===== src/rtl/rr_pkg.sv =====
// Shared rhythm-game definitions: sequencer state encoding and the beatmap
// geometry used by the beatmap ROMs, the sequencer and the renderer.
package rr_pkg;

  localparam int unsigned RR_LANES      = 8;  // note lanes per beatmap row
  localparam int unsigned RR_BEATMAP_AW = 3;  // beatmap ROM address width

  typedef enum logic [1:0] {
    ST_IDLE  = 2'd0,
    ST_PLAY  = 2'd1,
    ST_PAUSE = 2'd2,
    ST_DONE  = 2'd3
  } seq_state_t;

endpackage


===== src/rtl/beat_tick_gen.sv =====
// Tempo divider: counts 0..TICKS_PER_BEAT-1 while enabled, holds otherwise.
// Ports: clk, resetn (sync, active-low), clear (restart count at 0),
//        enable (advance count), tick (high on the count = TICKS_PER_BEAT-1 cycle).
module beat_tick_gen #(
  parameter int unsigned TICKS_PER_BEAT = 12_500_000
) (
  input  logic clk,
  input  logic resetn,
  input  logic clear,
  input  logic enable,
  output logic tick
);

  localparam int unsigned CNT_W = (TICKS_PER_BEAT > 1) ? $clog2(TICKS_PER_BEAT) : 1;
  localparam logic [CNT_W-1:0] LAST_CNT = CNT_W'(TICKS_PER_BEAT - 1);

  logic [CNT_W-1:0] cnt_q, cnt_d;

  // Next count and beat strobe
  always_comb begin
    tick  = 1'b0;
    cnt_d = cnt_q;
    if (clear) begin
      cnt_d = '0;
    end else if (enable) begin
      if (cnt_q == LAST_CNT) begin
        tick  = 1'b1;
        cnt_d = '0;
      end else begin
        cnt_d = cnt_q + CNT_W'(1);
      end
    end
  end

  always_ff @(posedge clk) begin
    if (!resetn) cnt_q <= '0;
    else         cnt_q <= cnt_d;
  end

endmodule


===== src/rtl/beat_sequencer.sv =====
// Beat sequencer: fetches one beatmap row per beat into a note highway and
// presents the row reaching the hit line through a valid/ready handshake.
// Ports: clk, resetn (sync, active-low); start/pause control; rom_addr/rom_data
//        to the combinational beatmap ROM; hit_row/beat_idx/beat_valid/beat_ready
//        hit-line handshake; playing/done state decode; overrun sticky flag.
module beat_sequencer
  import rr_pkg::*;
#(
  parameter int unsigned TICKS_PER_BEAT = 12_500_000,
  parameter int unsigned NUM_BEATS      = 8,
  parameter int unsigned ADDR_W         = RR_BEATMAP_AW,
  parameter int unsigned LANES          = RR_LANES,
  parameter int unsigned HIGHWAY_DEPTH  = 4
) (
  input  logic              clk,
  input  logic              resetn,
  input  logic              start,
  input  logic              pause,
  output logic [ADDR_W-1:0] rom_addr,
  input  logic [LANES-1:0]  rom_data,
  output logic [LANES-1:0]  hit_row,
  output logic [ADDR_W-1:0] beat_idx,
  output logic              beat_valid,
  input  logic              beat_ready,
  output logic              playing,
  output logic              done,
  output logic              overrun
);

  // Last beat that presents a row at the hit line; the beat counter parks here.
  localparam int unsigned LAST_BEAT = NUM_BEATS + HIGHWAY_DEPTH - 1;
  localparam int unsigned K_W       = $clog2(LAST_BEAT + 1);

  seq_state_t        state_q, state_d;
  logic [ADDR_W-1:0] fp_q, fp_d;
  logic [ADDR_W-1:0] idx_q, idx_d;
  logic [K_W-1:0]    bcnt_q, bcnt_d;
  logic [LANES-1:0]  hw_q [HIGHWAY_DEPTH];
  logic [LANES-1:0]  hw_d [HIGHWAY_DEPTH];
  logic              valid_q, valid_d;
  logic              ovr_q, ovr_d;

  logic restart, tick, beat, at_hit, xfer, final_xfer;

  assign restart    = start && ((state_q == ST_IDLE) || (state_q == ST_DONE));
  // Ticks past the last valid beat are dropped so a pending row stays put.
  assign beat       = tick && (bcnt_q < K_W'(LAST_BEAT));
  // Current beat k = bcnt_q + 1 reaches the hit line once k >= HIGHWAY_DEPTH.
  assign at_hit     = bcnt_q >= K_W'(HIGHWAY_DEPTH - 1);
  assign xfer       = valid_q && beat_ready;
  assign final_xfer = xfer && (idx_q == ADDR_W'(NUM_BEATS - 1));

  beat_tick_gen #(
    .TICKS_PER_BEAT(TICKS_PER_BEAT)
  ) u_tick (
    .clk   (clk),
    .resetn(resetn),
    .clear (restart),
    .enable(state_q == ST_PLAY),
    .tick  (tick)
  );

  // Play-state transitions; the final handshake wins over pause.
  always_comb begin
    state_d = state_q;
    case (state_q)
      ST_IDLE:  if (start) state_d = ST_PLAY;
      ST_PLAY:  if (final_xfer) state_d = ST_DONE;
                else if (pause) state_d = ST_PAUSE;
      ST_PAUSE: if (final_xfer) state_d = ST_DONE;
                else if (!pause) state_d = ST_PLAY;
      ST_DONE:  if (start) state_d = ST_PLAY;
      default:  state_d = ST_IDLE;
    endcase
  end

  // Highway shift, fetch pointer and hit-line handshake.
  always_comb begin
    fp_d    = fp_q;
    bcnt_d  = bcnt_q;
    hw_d    = hw_q;
    idx_d   = idx_q;
    valid_d = valid_q && !beat_ready;
    ovr_d   = ovr_q;
    if (restart) begin
      fp_d    = '0;
      bcnt_d  = '0;
      idx_d   = '0;
      valid_d = 1'b0;
      ovr_d   = 1'b0;
      for (int i = 0; i < int'(HIGHWAY_DEPTH); i++) hw_d[i] = '0;
    end else if (beat) begin
      bcnt_d = bcnt_q + K_W'(1);
      if (fp_q != ADDR_W'(NUM_BEATS - 1)) fp_d = fp_q + ADDR_W'(1);
      for (int i = int'(HIGHWAY_DEPTH) - 1; i > 0; i--) hw_d[i] = hw_q[i-1];
      hw_d[0] = (bcnt_q < K_W'(NUM_BEATS)) ? rom_data : '0;
      if (at_hit) begin
        valid_d = 1'b1;
        idx_d   = ADDR_W'(bcnt_q - K_W'(HIGHWAY_DEPTH - 1));
        // An unaccepted row is being replaced.
        if (valid_q && !beat_ready) ovr_d = 1'b1;
      end
    end
  end

  always_ff @(posedge clk) begin
    if (!resetn) begin
      state_q <= ST_IDLE;
      fp_q    <= '0;
      bcnt_q  <= '0;
      idx_q   <= '0;
      valid_q <= 1'b0;
      ovr_q   <= 1'b0;
      for (int i = 0; i < int'(HIGHWAY_DEPTH); i++) hw_q[i] <= '0;
    end else begin
      state_q <= state_d;
      fp_q    <= fp_d;
      bcnt_q  <= bcnt_d;
      idx_q   <= idx_d;
      valid_q <= valid_d;
      ovr_q   <= ovr_d;
      for (int i = 0; i < int'(HIGHWAY_DEPTH); i++) hw_q[i] <= hw_d[i];
    end
  end

  assign rom_addr   = fp_q;
  assign hit_row    = hw_q[HIGHWAY_DEPTH-1];
  assign beat_idx   = idx_q;
  assign beat_valid = valid_q;
  assign overrun    = ovr_q;
  assign playing    = (state_q == ST_PLAY) || (state_q == ST_PAUSE);
  assign done       = (state_q == ST_DONE);

endmodule


===== config.mk =====
export PLATFORM = sky130hd
export DESIGN_NAME = beat_sequencer
export DESIGN_NICKNAME = d
export VERILOG_FILES = /design/src/rtl/rr_pkg.sv /design/src/rtl/beat_tick_gen.sv /design/src/rtl/beat_sequencer.sv
export SDC_FILE = /design/constraint.sdc
export NUM_CORES = 1
export LEC_CHECK = 0
export ABC_AREA = 1
export BUFFER_PORTS_ARGS = -buffer_cell sky130_fd_sc_hd__buf_2
export CAP_MARGIN = 20
export CELL_PAD_IN_SITES_DETAIL_PLACEMENT = 0
export CELL_PAD_IN_SITES_GLOBAL_PLACEMENT = 2
export CORE_AREA = 3 3 113 115
export DETAILED_ROUTE_END_ITERATION = 8
export DIE_AREA = 0 0 116 118
export GPL_TIMING_DRIVEN = 0
export HOLD_SLACK_MARGIN = 0.02
export PLACE_DENSITY = 0.8
export SYNTH_ARGS = -nofsm -noshare
export SYNTH_HDL_FRONTEND = slang
export SYNTH_SLANG_ARGS = --single-unit

===== constraint.sdc =====
create_clock -name clk -period 4.42 [get_ports clk]
set_input_delay 0.442 -clock clk [delete_from_list [all_inputs] [get_ports clk]]
set_output_delay 0.442 -clock clk [all_outputs]
set_load 0.1 [all_outputs]

After elaboration in Yosys (flattened, before gate mapping)
Index checks and enable logic that the tools add are counted.

Input bits: 13. Output and inout port bits: 18. Logic and storage cells: 56. Register bits after elaboration: 70.

Eq/ne operators: 9. Order comparisons: 3. Bitwise gates (word level): 1. Muxes and demuxes: 13. Reductions and logical operators: 15. Add/sub/neg operators: 4.

Operators by type and width (count): 24-bit by 1-bit adder with 24-bit output (second input constant) (1); 24-bit equality test (second input constant) (1); 24-bit two-way mux (1); 2-bit two-way mux (5); 3-bit inequality test (second input constant) (3); 4-bit < comparator (second input constant) (2); 8-bit two-way mux (1); 2-bit one-hot mux with 3 select lines (1); 3-bit AND reduction (2); 1-bit logical AND (5); 1-bit two-way mux (5); 4-bit by 1-bit adder with 4-bit output (second input constant) (1); 2-bit equality test (second input constant) (2); 4-bit by 2-bit greater-or-equal comparator with 1-bit output (second input constant) (1); 2-bit AND reduction (2); 2-bit OR reduction (2); 3-bit by 1-bit adder with 3-bit output (second input constant) (1); 3-bit equality test (second input constant) (1); 3-bit by 2-bit subtractor with 3-bit output (second input constant) (1); 2-bit by 1-bit equality test with 1-bit output (second input constant) (1); 2-bit logical NOT (1); 1-bit logical OR (2); 2-bit by 1-bit inequality test with 1-bit output (second input constant) (1); 1-bit logical NOT (1); 1-bit NOT (1).

Logic depth before layout (Yosys ltp)
Gate-level depths: netlist (run 1).

Depth in word-level cells: 6. Depth in mapped cells: 13. Gate-level depth less buffers: 12.

By module
From an unflattened synthesis (run 1), not the netlist that was laid out.

Cells, all modules: 458. Area, all modules: 3360.7 um^2.

By module, submodules not included: beat_sequencer (seq. area each 920.9 um^2, area each 1896.8 um^2, cells each 253, times used 1); beat_tick_gen (seq. area each 480.5 um^2, area each 1463.9 um^2, cells each 205, times used 1).

Least setup slack after synthesis (run 1)
No wires, ideal clock.

Path type: reg2reg. From: register state_q[0]. To: register state_q[1]. Library setup time: 0.113 ns. Clock period less this slack: 1.892 ns. Path slack: 2.528 ns. Required time: 4.307 ns. Arrival time: 1.778 ns. Buffers on the path: 0. Cell stages (with the launch flop): 8. Cell sequence: dfxtp_1 > inv_1 > ha_1 > inv_1 > or2_2 > nand3_1 > nor2_1 > nor2_1.

Word-level cells in the longest chain between the ends: 4. Elaborated cells on any way between the ends: 10. Those cells by class: 6 x eq/ne; 1 x mux; 3 x reduce/logical.

Ends and longest elaborated chain: start, declared (line beat_sequencer.sv:34) `seq_state_t state_q, state_d;`; start signal, assigned (line beat_sequencer.sv:116) `state_q <= state_d;`; 2-bit equality test or 2-bit logical NOT (tied branches) (line beat_sequencer.sv:66) `case (state_q)`; 2-bit OR reduction (no line); 2-bit by 1-bit inequality test with 1-bit output (no line); 3-bit AND reduction (no line).

Several ways; a longest one is shown, not always the timed one. A chain may end at the register's enable or synchronous reset.

Worst setup path in the final report (run 1)
From: register state_q[0]. To: output port playing.

Word-level cells in the longest chain between the ends: 2. Elaborated cells on any way between the ends: 3. Those cells by class: 2 x eq/ne; 1 x reduce/logical.

Ends and longest elaborated chain: 2-bit by 1-bit equality test with 1-bit output or 2-bit equality test (tied branches) (line beat_sequencer.sv:131) `assign playing = (state_q == ST_PLAY) || (state_q == ST_PAUSE);`; 1-bit logical OR * (line beat_sequencer.sv:131); end, declared (line beat_sequencer.sv:25) `output logic playing,`.

Mark *: on every way between the ends. The rest lies on a longest branch, timed or not.

==> reports/qor.txt, run 1 <==
Post-synthesis sequential area ratio - 40.04%
DIE AREA - 13,690 sq um
Clock slew at reported path FFs - 0.06 ns
Hold_buf cts - 0
Die H - 118 um
# diodes - 0
Initial Util - 29.38%
Slew margin rel. - 58.82%
Global routing met3 resource utilization - 3.290%
Core region area - 11,910 sq um
CP max FO - 3
Detailed-router iteration count before antenna repair - 4
I/O Buffers - 30
Multiplexer area fraction after synthesis - 0%
Crit path arrival time - 1.57 ns
Global route hottest layer - met2
Crit path kind - flop to output port
Most used cell, CP - inv_1
Crit path time final - 2.012 ns
Post-Synth Simple-Gate Area - 36.04%
Layout cell share with drive strength beyond 1 - 18.78%
Syn Area/Cell - 7.041 sq um
Critical path required time - 3.98 ns
Maximum VDD drop - 0.1975 mV
Number of routed nets with antenna violations - 0
Row count - 40
Slew Limit Fails - 0
Fin. Hold Viols - 0
Most frequent cell after synthesis - nor2_1
EDFF count, synth - 0
Htree depth - 3
IO Pins - 31
Nets@finish - 558
Slowest-stage cell, CP - buf_2
CTS buffer count - 9
Synth unique cells - 35
RePlAce Congestion - 0.7971
Post-Synth XOR/XNOR Area - 1.752%
Fin Clk Skew - 0.005792 ns
List of most frequent post-synthesis cells - 138 x nor2_1, 73 x nand2_1, 70 x dfxtp_1
Cell taking the most area after synthesis - dfxtp_1
CTS tree - done
Pre-CTS WS - 2.542 ns
Startpoint Class - flop
Number of synthesized register bits - 70
DRC viols - 0
Worst path cell trace - inv_1 > ha_1 > inv_1 > buf_2
Clk sink count - 70
HP Class - primary input to flop
Post-synth top area share - 40.04%
Met1 usage - 15.40%
Met2 Use GR - 19.96%
Power per cell area - 389.5 nW/um^2
Die X - 116 um
Mean number of vias per cell - 4.296
Largest net degree at the start of global routing - 15
Grt ovf - 0
Final WS setup - 2.408 ns
Drt wl/cell - 11.35 um
Crit. End Element - output port
Final WL - 7.829 mm
DP HPWL - 5.949 mm
Vias - 2,964
TNS Setup - 0 ns
Max Cap Viol - 0
Skew-Pair Late Insertion Delay - 0.33 ns
Largest cells by area after synthesis - dfxtp_1 40%, nor2_1 15%, nand2_1 7.8%, inv_1 5.8%, o21ai_1 3.4%
First-pass GRT wire length - 13.25 mm
Most used DFF post-synth - dfxtp_1
Run status - finished, final reports clean
Synth Instances - 497
CTS Root Cell - clkbuf_16
Syn Std Cell Area - 3500 sq um
# Post-CTS Setup Buffers - 0
Buffers & Inverters on Critical Path - 3
Antenna violations before repair - 0
Vias in the first global route - 2,796
Final period util - 45.53%
Main combinational cell family by area after synthesis - simple AND/OR/NAND/NOR gates
Static Leakage - 1.940 nW
FMAX - 497.0 MHz
Setup violators final - 0
Cts repair resizes - 0
Worst-margin pin slew - 0.6177 ns
YS warnings - 0
DRT iter0 DRCs - 87
Adder-cell share of the synthesized area - 2.503%
Post-synth net total - 517
Complex-gate fraction of the synthesized area - 7.687%
CTS max path bufs - 2
Crit path largest cell delay - 0.42 ns
Cell family with most CP delay - buffers and inverters
Area grow syn2layout - 17.59%
Synth async-reset ratio - 0%
GRT Overall Usage - 12.23%
Unrepaired setup endpoints after global routing - no
==> worst paths after layout <==
path / startpoint / cells after the start / endpoint / slack [ns]
worst min register to register: overrun / 2 / overrun / 0.45
worst max register to register: state_q[1] / 10 / u_tick.cnt_q[20] / 2.57
worst min-delay path: resetn / 3 / state_q[1] / 0.37
worst max-delay path: state_q[0] / 4 / playing / 2.41
==> worst register-to-register path, stage by stage, from the launching register on <==
cell and delay [ns]:
dfxtp_1 0.32, inv_1 0.08, ha_1 0.14, buf_4 0.18
nand2_1 0.11, nor2_2 0.22, nand3_2 0.20, nor2_2 0.19
nand3_1 0.11, nor2_1 0.13, nor3_2 0.05
==> sequential cells by signal, indices dropped and copies added (netlist names) <==
name,flops
hw_q,24
u_tick.cnt_q,24
hit_row,8
bcnt_q,4
beat_idx,3
rom_addr,3
state_q,2
beat_valid,1
overrun,1
==> final cells by class <==
type	instances	area [sq um]
fill	1286	7796
multi-input combinational	341	1679
sequential	70	1401
inverter	65	245.2
clock buffer	9	225.2
tap	147	183.9
buffer	21	173.9
timing repair buffer	30	150.1
clock inverter	7	56.30
==> kinds of logic after synthesis <==
kind of cell	after synthesis
buffers and inverters	86
adder cells (fa/ha/maj)	7
AO/OA/AOI/OAI	50
XOR/XNOR	7
flip-flops	70
AND/OR/NAND/NOR	277
==> layout by cell type, fill, tap and decap left out, drive strengths merged <==
master      n
clkbuf     12
nand4       6
xor2        6
nor3b       4
a21oi      11
dfxtp      70
xnor2       1
nand2      84
clkinvlp    1
or2         1
nand3b      1
nor3       13
nand3      20
buf        48
nor2      148
ha          7
a221oi      1
o21ai      38
inv        66
clkinv      5
==> metal layers <==
layer	part of all wire, %	vias up
li1	-	1614
met1	48	1306
met2	47	32
met3	3.1	12
met4	1.7	0
met5	0	-
==> where the power goes <==
group	internal, W	leakage [nW]	switching, W
clock network	0.000386	0.137	0.000293
registers	0.000643	0.564	0.00000974
logic	0.0000661	1.24	0.000205
total	0.00110	1.94	0.000507
==> per-stage QoR <==
step                cell area (sq um)  hold slack [ns]  total power (W)  util, %  cells
floorplan                        3500           0.4489        0.0008761        -    497
global placement                 3834           0.4445        0.0009386    32.18    674
CTS                              4115           0.3592         0.001628    34.55    690
detailed placement               3834           0.4419        0.0009406    32.18    674
global route                     4115           0.3723         0.001685    34.55    690
finish                           4115           0.3653         0.001603    34.55    690
Power figures use the tool's default switching activity.
==> run 2, diff against run 1 <==
--- a/config.mk
+++ b/config.mk
@@ -15,7 +15,7 @@
 export DIE_AREA = 0 0 116 118
 export GPL_TIMING_DRIVEN = 0
 export HOLD_SLACK_MARGIN = 0.02
-export PLACE_DENSITY = 0.8
+export PLACE_DENSITY = 0.83
 export SYNTH_ARGS = -nofsm -noshare
 export SYNTH_HDL_FRONTEND = slang
 export SYNTH_SLANG_ARGS = --single-unit
==> constraint.sdc (replaced) <==
create_clock -name clk -period 1.65 [get_ports clk]
set_input_delay 0.165 -clock clk [delete_from_list [all_inputs] [get_ports clk]]
set_output_delay 0.165 -clock clk [all_outputs]
set_load 0.1 [all_outputs]
==> run 2 against run 1 <==
Clock power grew to 2.7 times the previous value. Count of clock-buffer cells in the layout is the same. Via count grew 6.3%. Non-clock buffer count grew 22. Critical path type is now flop to flop. Largest power group unchanged.
==> reports/qor.txt, run 2 (synthesis gave the netlist of run 1 again) <==
Crit path arrival time - 1.92 ns
HP Class - primary input to flop
Grt ovf - 0
CTS tree - done
Row count - 40
DRT iter0 DRCs - 105
Die H - 118 um
Fin Clk Skew - 0.006142 ns
Hold_buf cts - 0
Sequential Power Share - 38.0%
Commonest non-fill, non-tap cells in the layout - 117 x nor2_1, 67 x nand2_1, 60 x dfxtp_1
Startpoint Class - flop
Final WL - 8.566 mm
DIE AREA - 13,690 sq um
Slew Limit Fails - 0
Nets@finish - 580
# diodes - 0
Critical path required time - 1.93 ns
Crit path kind - flop to flop
Switching power - 0.001533 W
CTS buffer count - 9
Worst-margin pin slew - 0.5077 ns
Drt wl/cell - 12.03 um
Slowest-stage cell, CP - dfxtp_4
FMAX - 609.9 MHz
Layout Utilization - 39.92%
CTS max path bufs - 2
Detailed-router iteration count before antenna repair - 4
Commonest non-fill, non-tap cell in the layout - nor2_1
Final period util - 99.37%
Crit path largest cell delay - 0.36 ns
Area grow syn2layout - 35.86%
Static Leakage - 2.148 nW
Fill count - 1,241
Fin. Hold Viols - 0
CTS Root Cell - clkbuf_16
Clock share of power - 39.5%
Htree depth - 3
Unrepaired setup endpoints after global routing - yes
Number of routed nets with antenna violations - 0
Comb pwr share - 22.5%
CP max FO - 5
Crit. End Element - flop
Vias in the first global route - 3,012
Clock slew at reported path FFs - 0.06 ns
Antenna violations before repair - 0
Maximum VDD drop - 0.5105 mV
Internal - 0.003160 W
Cell family with most CP delay - simple AND/OR/NAND/NOR gates
Vias - 3,150
Power per cell area - 987.0 nW/um^2
Worst path cell trace - inv_4 > ha_4 > nand2_2 > inv_2 > nand2_4 > nor2_8 > nand2_4 > nor2_8 > buf_12 > clkbuf_16 > o21ai_2 > nor2_1
Switching part of the total - 32.67%
DP HPWL - 5.939 mm
Buffers & Inverters on Critical Path - 4
Skew-Pair Late Insertion Delay - 0.34 ns
First-pass GRT wire length - 13.99 mm
Initial Util - 29.38%
GRT Overall Usage - 12.95%
RePlAce Congestion - 0.7775
Setup violators final - 0
Run status - finished, final reports clean
Mean number of vias per cell - 4.424
IO Pins - 31
Clk sink count - 70
Core region area - 11,910 sq um
Crit path time final - 1.640 ns
Largest net degree at the start of global routing - 15
I/O Buffers - 30
Die X - 116 um
DRC viols - 0
Layout cell share with drive strength beyond 1 - 35.40%
TNS Setup - 0 ns
Max Cap Viol - 0
Slew margin rel. - 66.39%
## run 2: cell types whose count changed in the layout (fill, tap and decap cells not counted), moves of 6 or more
cell | previous run | this run
buf_4 | 10 | 22
dfxtp_1 | 70 | 60
dfxtp_2 | 0 | 7
nand2_1 | 73 | 67
nor2_1 | 138 | 117
nor2_2 | 6 | 19
nor2_4 | 1 | 9
o21ai_0 | 13 | 3
o21ai_1 | 24 | 12
o21ai_2 | 0 | 22
## run 2: path summary, 6_finish.rpt
path         cells past startpoint  startpoint         end  slack, ns
max                             12  state_q[1]    hw_q[22]       0.01
min                              3      resetn  state_q[1]       0.07
max reg2reg                     12  state_q[1]    hw_q[22]       0.01
min reg2reg                      2     overrun     overrun       0.45
## run 2: power groups by stage
stage               Sequential (W)  Clock [W]  Combinational (W)
floorplan                  0.00179          0           0.000622
global placement           0.00179          0           0.000791
detailed placement         0.00180          0           0.000791
CTS                        0.00178    0.00192           0.000938
global route               0.00179    0.00198            0.00115
finish                     0.00178    0.00185            0.00106
## run 2: area by class of cell
class | count | area (sq um) | share of cell area [%]
Buffer | 19 | 177.7 | 3.737
Clock buffer | 9 | 225.2 | 4.737
Clock inverter | 7 | 53.80 | 1.132
Inverter | 65 | 264.0 | 5.553
Multi-Input combinational cell | 341 | 1989 | 41.84
Sequential cell | 70 | 1421 | 29.89
Tap cell | 147 | 183.9 | 3.868
Timing Repair Buffer | 54 | 439.2 | 9.237
## run 2: layer usage
metal / up-vias / global-route usage [%] / share of wire [%]
li1: 1667 / - / -
met1: 1422 / 15.39 / 44
met2: 47 / 21.83 / 51
met3: 14 / 3.702 / 3.5
met4: 0 / 4.859 / 2.1
met5: - / 0 / 0
## run 2: worst reg2reg max path, delay by kind of cell (launching register included)
family          cells  cell delay, ns
flops               1            0.36
simple gates        6            0.62
compound gates      1            0.05
fa+ha+maj           1            0.15
buf+inv             4            0.40
## run 2: what timing repair did
| action | 4_1_cts | 5_1_grt |
|---|---|---|
| resized for setup | 45 | 75 |
| gates cloned | 2 | 2 |
| pin swaps | 10 | 29 |
| hold endpoints to repair | 0 | 0 |
| setup endpoints to repair | 65 | 59 |
| setup buffers | 16 | 6 |
## run 2: stage by stage
step                setup slack [ns]  area (sq um)  instances  total power, W  hold slack (ns)
floorplan                    -0.1301          3531        497        0.002409           0.2825
global placement             -0.2074          3865        674        0.002583           0.4288
detailed placement           -0.2410          3865        674        0.002588           0.4282
CTS                         -0.05378          4457        707        0.004639          0.05457
global route                 -0.1047          4755        712        0.004912          0.08533
finish                       0.01047          4755        712        0.004693          0.06886
==> run 3, diff against run 2 <==
--- a/config.mk
+++ b/config.mk
@@ -16,6 +16,7 @@
 export GPL_TIMING_DRIVEN = 0
 export HOLD_SLACK_MARGIN = 0.02
 export PLACE_DENSITY = 0.83
+export RECOVER_POWER = 100
 export SYNTH_ARGS = -nofsm -noshare
 export SYNTH_HDL_FRONTEND = slang
 export SYNTH_SLANG_ARGS = --single-unit
==> run 3 against run 2 <==
Clock power is essentially flat. Maximum frequency hardly changed. Sequential share of layout area is the same. Final cell count is the same. Largest cell class unchanged. Worst setup slack is essentially flat. Critical path depth unchanged. Worst hold slack barely moved. Non-clock buffer count stayed put. Clock skew barely moved.
==> reports/qor.txt, run 3 (synthesis gave the netlist of run 1 again) <==
Critical path required time - 1.93 ns
RR Endpoint - hw_q[22]
Crit. End Element - flop
Crit path kind - flop to flop
GRT Overall Usage - 12.95%
Final WS setup - 0.01056 ns
Startpoint Class - flop
Met2 Use GR - 21.83%
Initial Util - 29.38%
Max Cap Viol - 0
Fill count - 1,241
Die H - 118 um
Worst setup path endpoint - hw_q[22]
Htree depth - 3
CTS buffer count - 9
Fin Clk Skew - 0.006150 ns
I/O Buffers - 30
Run status - finished, final reports clean
Power per cell area - 987.1 nW/um^2
Largest net degree at the start of global routing - 15
DIE AREA - 13,690 sq um
Commonest non-fill, non-tap cell in the layout - nor2_1
HP Class - primary input to flop
Crit path from - state_q[1]
Setup violators final - 0
First-pass GRT wire length - 13.99 mm
CTS tree - done
Die X - 116 um
DRC viols - 0
IO Pins - 31
Final WL - 8.560 mm
FMAX - 610.0 MHz
Clock slew at reported path FFs - 0.06 ns
Static Leakage - 2.133 nW
Global route hottest layer - met2
CTS Root Cell - clkbuf_16
Skew-Pair Late Insertion Delay - 0.34 ns
CP max FO - 5
Detailed-router iteration count before antenna repair - 4
Maximum VDD drop - 0.5105 mV
TNS Setup - 0 ns
RePlAce Congestion - 0.7775
Slew margin rel. - 62.48%
Global routing met3 resource utilization - 3.702%
Crit path time final - 1.639 ns
# diodes - 0
Nets@finish - 580
Unrepaired setup endpoints after global routing - yes
Pre-CTS WS - -0.2410 ns
Worst-margin pin slew - 0.5652 ns
DRT iter0 DRCs - 107
Fin. Hold Viols - 0
Number of routed nets with antenna violations - 0
Mean number of vias per cell - 4.420
Final period util - 99.36%
R2r worst-path depth - 12
Slew Limit Fails - 0
Drt wl/cell - 12.02 um
Area grow syn2layout - 35.86%
Core region area - 11,910 sq um
Antenna violations before repair - 0
Crit path arrival time - 1.92 ns
Commonest non-fill, non-tap cells in the layout - 117 x nor2_1, 67 x nand2_1, 60 x dfxtp_1
Vias in the first global route - 3,012
Reg2Reg Setup Slack - 0.01 ns
Row count - 40
Hold Slack - 0.06890 ns
DP HPWL - 5.939 mm
Grt ovf - 0
Layout cell share with drive strength beyond 1 - 35.40%
Met1 usage - 15.39%
Clk sink count - 70
Vias - 3,147
CTS max path bufs - 2
Worst R2R Start - state_q[1]
-- run 3: cell types whose count changed in the layout (fill, tap and decap cells not counted) --
cell      previous run  this run
buf_2               32        16
clkbuf_2             2        18
-- run 3: power by group --
| part | internal (W) | total [W] | switching [W] |
|---|---|---|---|
| Combinational | 0.000383 | 0.00106 | 0.000673 |
| Clock | 0.00104 | 0.00185 | 0.000814 |
| Sequential | 0.00174 | 0.00178 | 0.0000471 |
-- run 3: final cells by class --
class | instances | area, sq um | area share [%]
timing repair buffer | 54 | 439.2 | 9.237
tap | 147 | 183.9 | 3.868
inverter | 65 | 264.0 | 5.553
multi-input combinational | 341 | 1989 | 41.84
buffer | 19 | 177.7 | 3.737
clock buffer | 9 | 225.2 | 4.737
clock inverter | 7 | 53.80 | 1.132
sequential | 70 | 1421 | 29.89
-- run 3: layer usage --
| layer | up-vias | share of wire [%] |
|---|---|---|
| met5 | - | 0 |
| met4 | 0 | 2.1 |
| met3 | 14 | 3.4 |
| met2 | 43 | 51 |
| met1 | 1423 | 44 |
| li1 | 1667 | - |
-- run 3: worst min-delay path by stage --
stage	from	to	slack [ns]	depth (start not counted)
2_1_floorplan	resetn	state_q[0]	0.28	2
3_3_place_gp	resetn	state_q[1]	0.43	3
3_5_place_dp	resetn	state_q[1]	0.43	3
4_1_cts	resetn	state_q[1]	0.05	3
5_1_grt	resetn	state_q[1]	0.09	3
6_report	resetn	state_q[1]	0.07	3
-- run 3: what timing repair did --
| action | in CTS | in global routing |
|---|---|---|
| hold buffers | 0 | 0 |
| cloned | 2 | 2 |
| resized for setup | 45 | 75 |
| pin swaps | 10 | 29 |
| buffers inserted | 16 | 6 |
| setup endpoints to repair | 65 | 59 |
-- run 3: stage by stage --
step	power, W	std cells	area (sq um)	util (%)
6_report	0.004693	712	4755	39.92
5_1_grt	0.004912	712	4755	39.92
4_1_cts	0.004639	707	4457	37.42
3_5_place_dp	0.002588	674	3865	32.45
3_3_place_gp	0.002583	674	3865	32.45
2_1_floorplan	0.002409	497	3531	-
-- run 3: worst max-delay path: stages, from the launching register on --
cell and delay [ns]:
dfxtp_4 0.36, inv_4 0.06, ha_4 0.15, nand2_2 0.05, inv_2 0.06, nand2_4 0.06, nor2_8 0.15, nand2_4 0.09
nor2_8 0.16, buf_12 0.14, clkbuf_16 0.14, o21ai_2 0.05, nor2_1 0.10
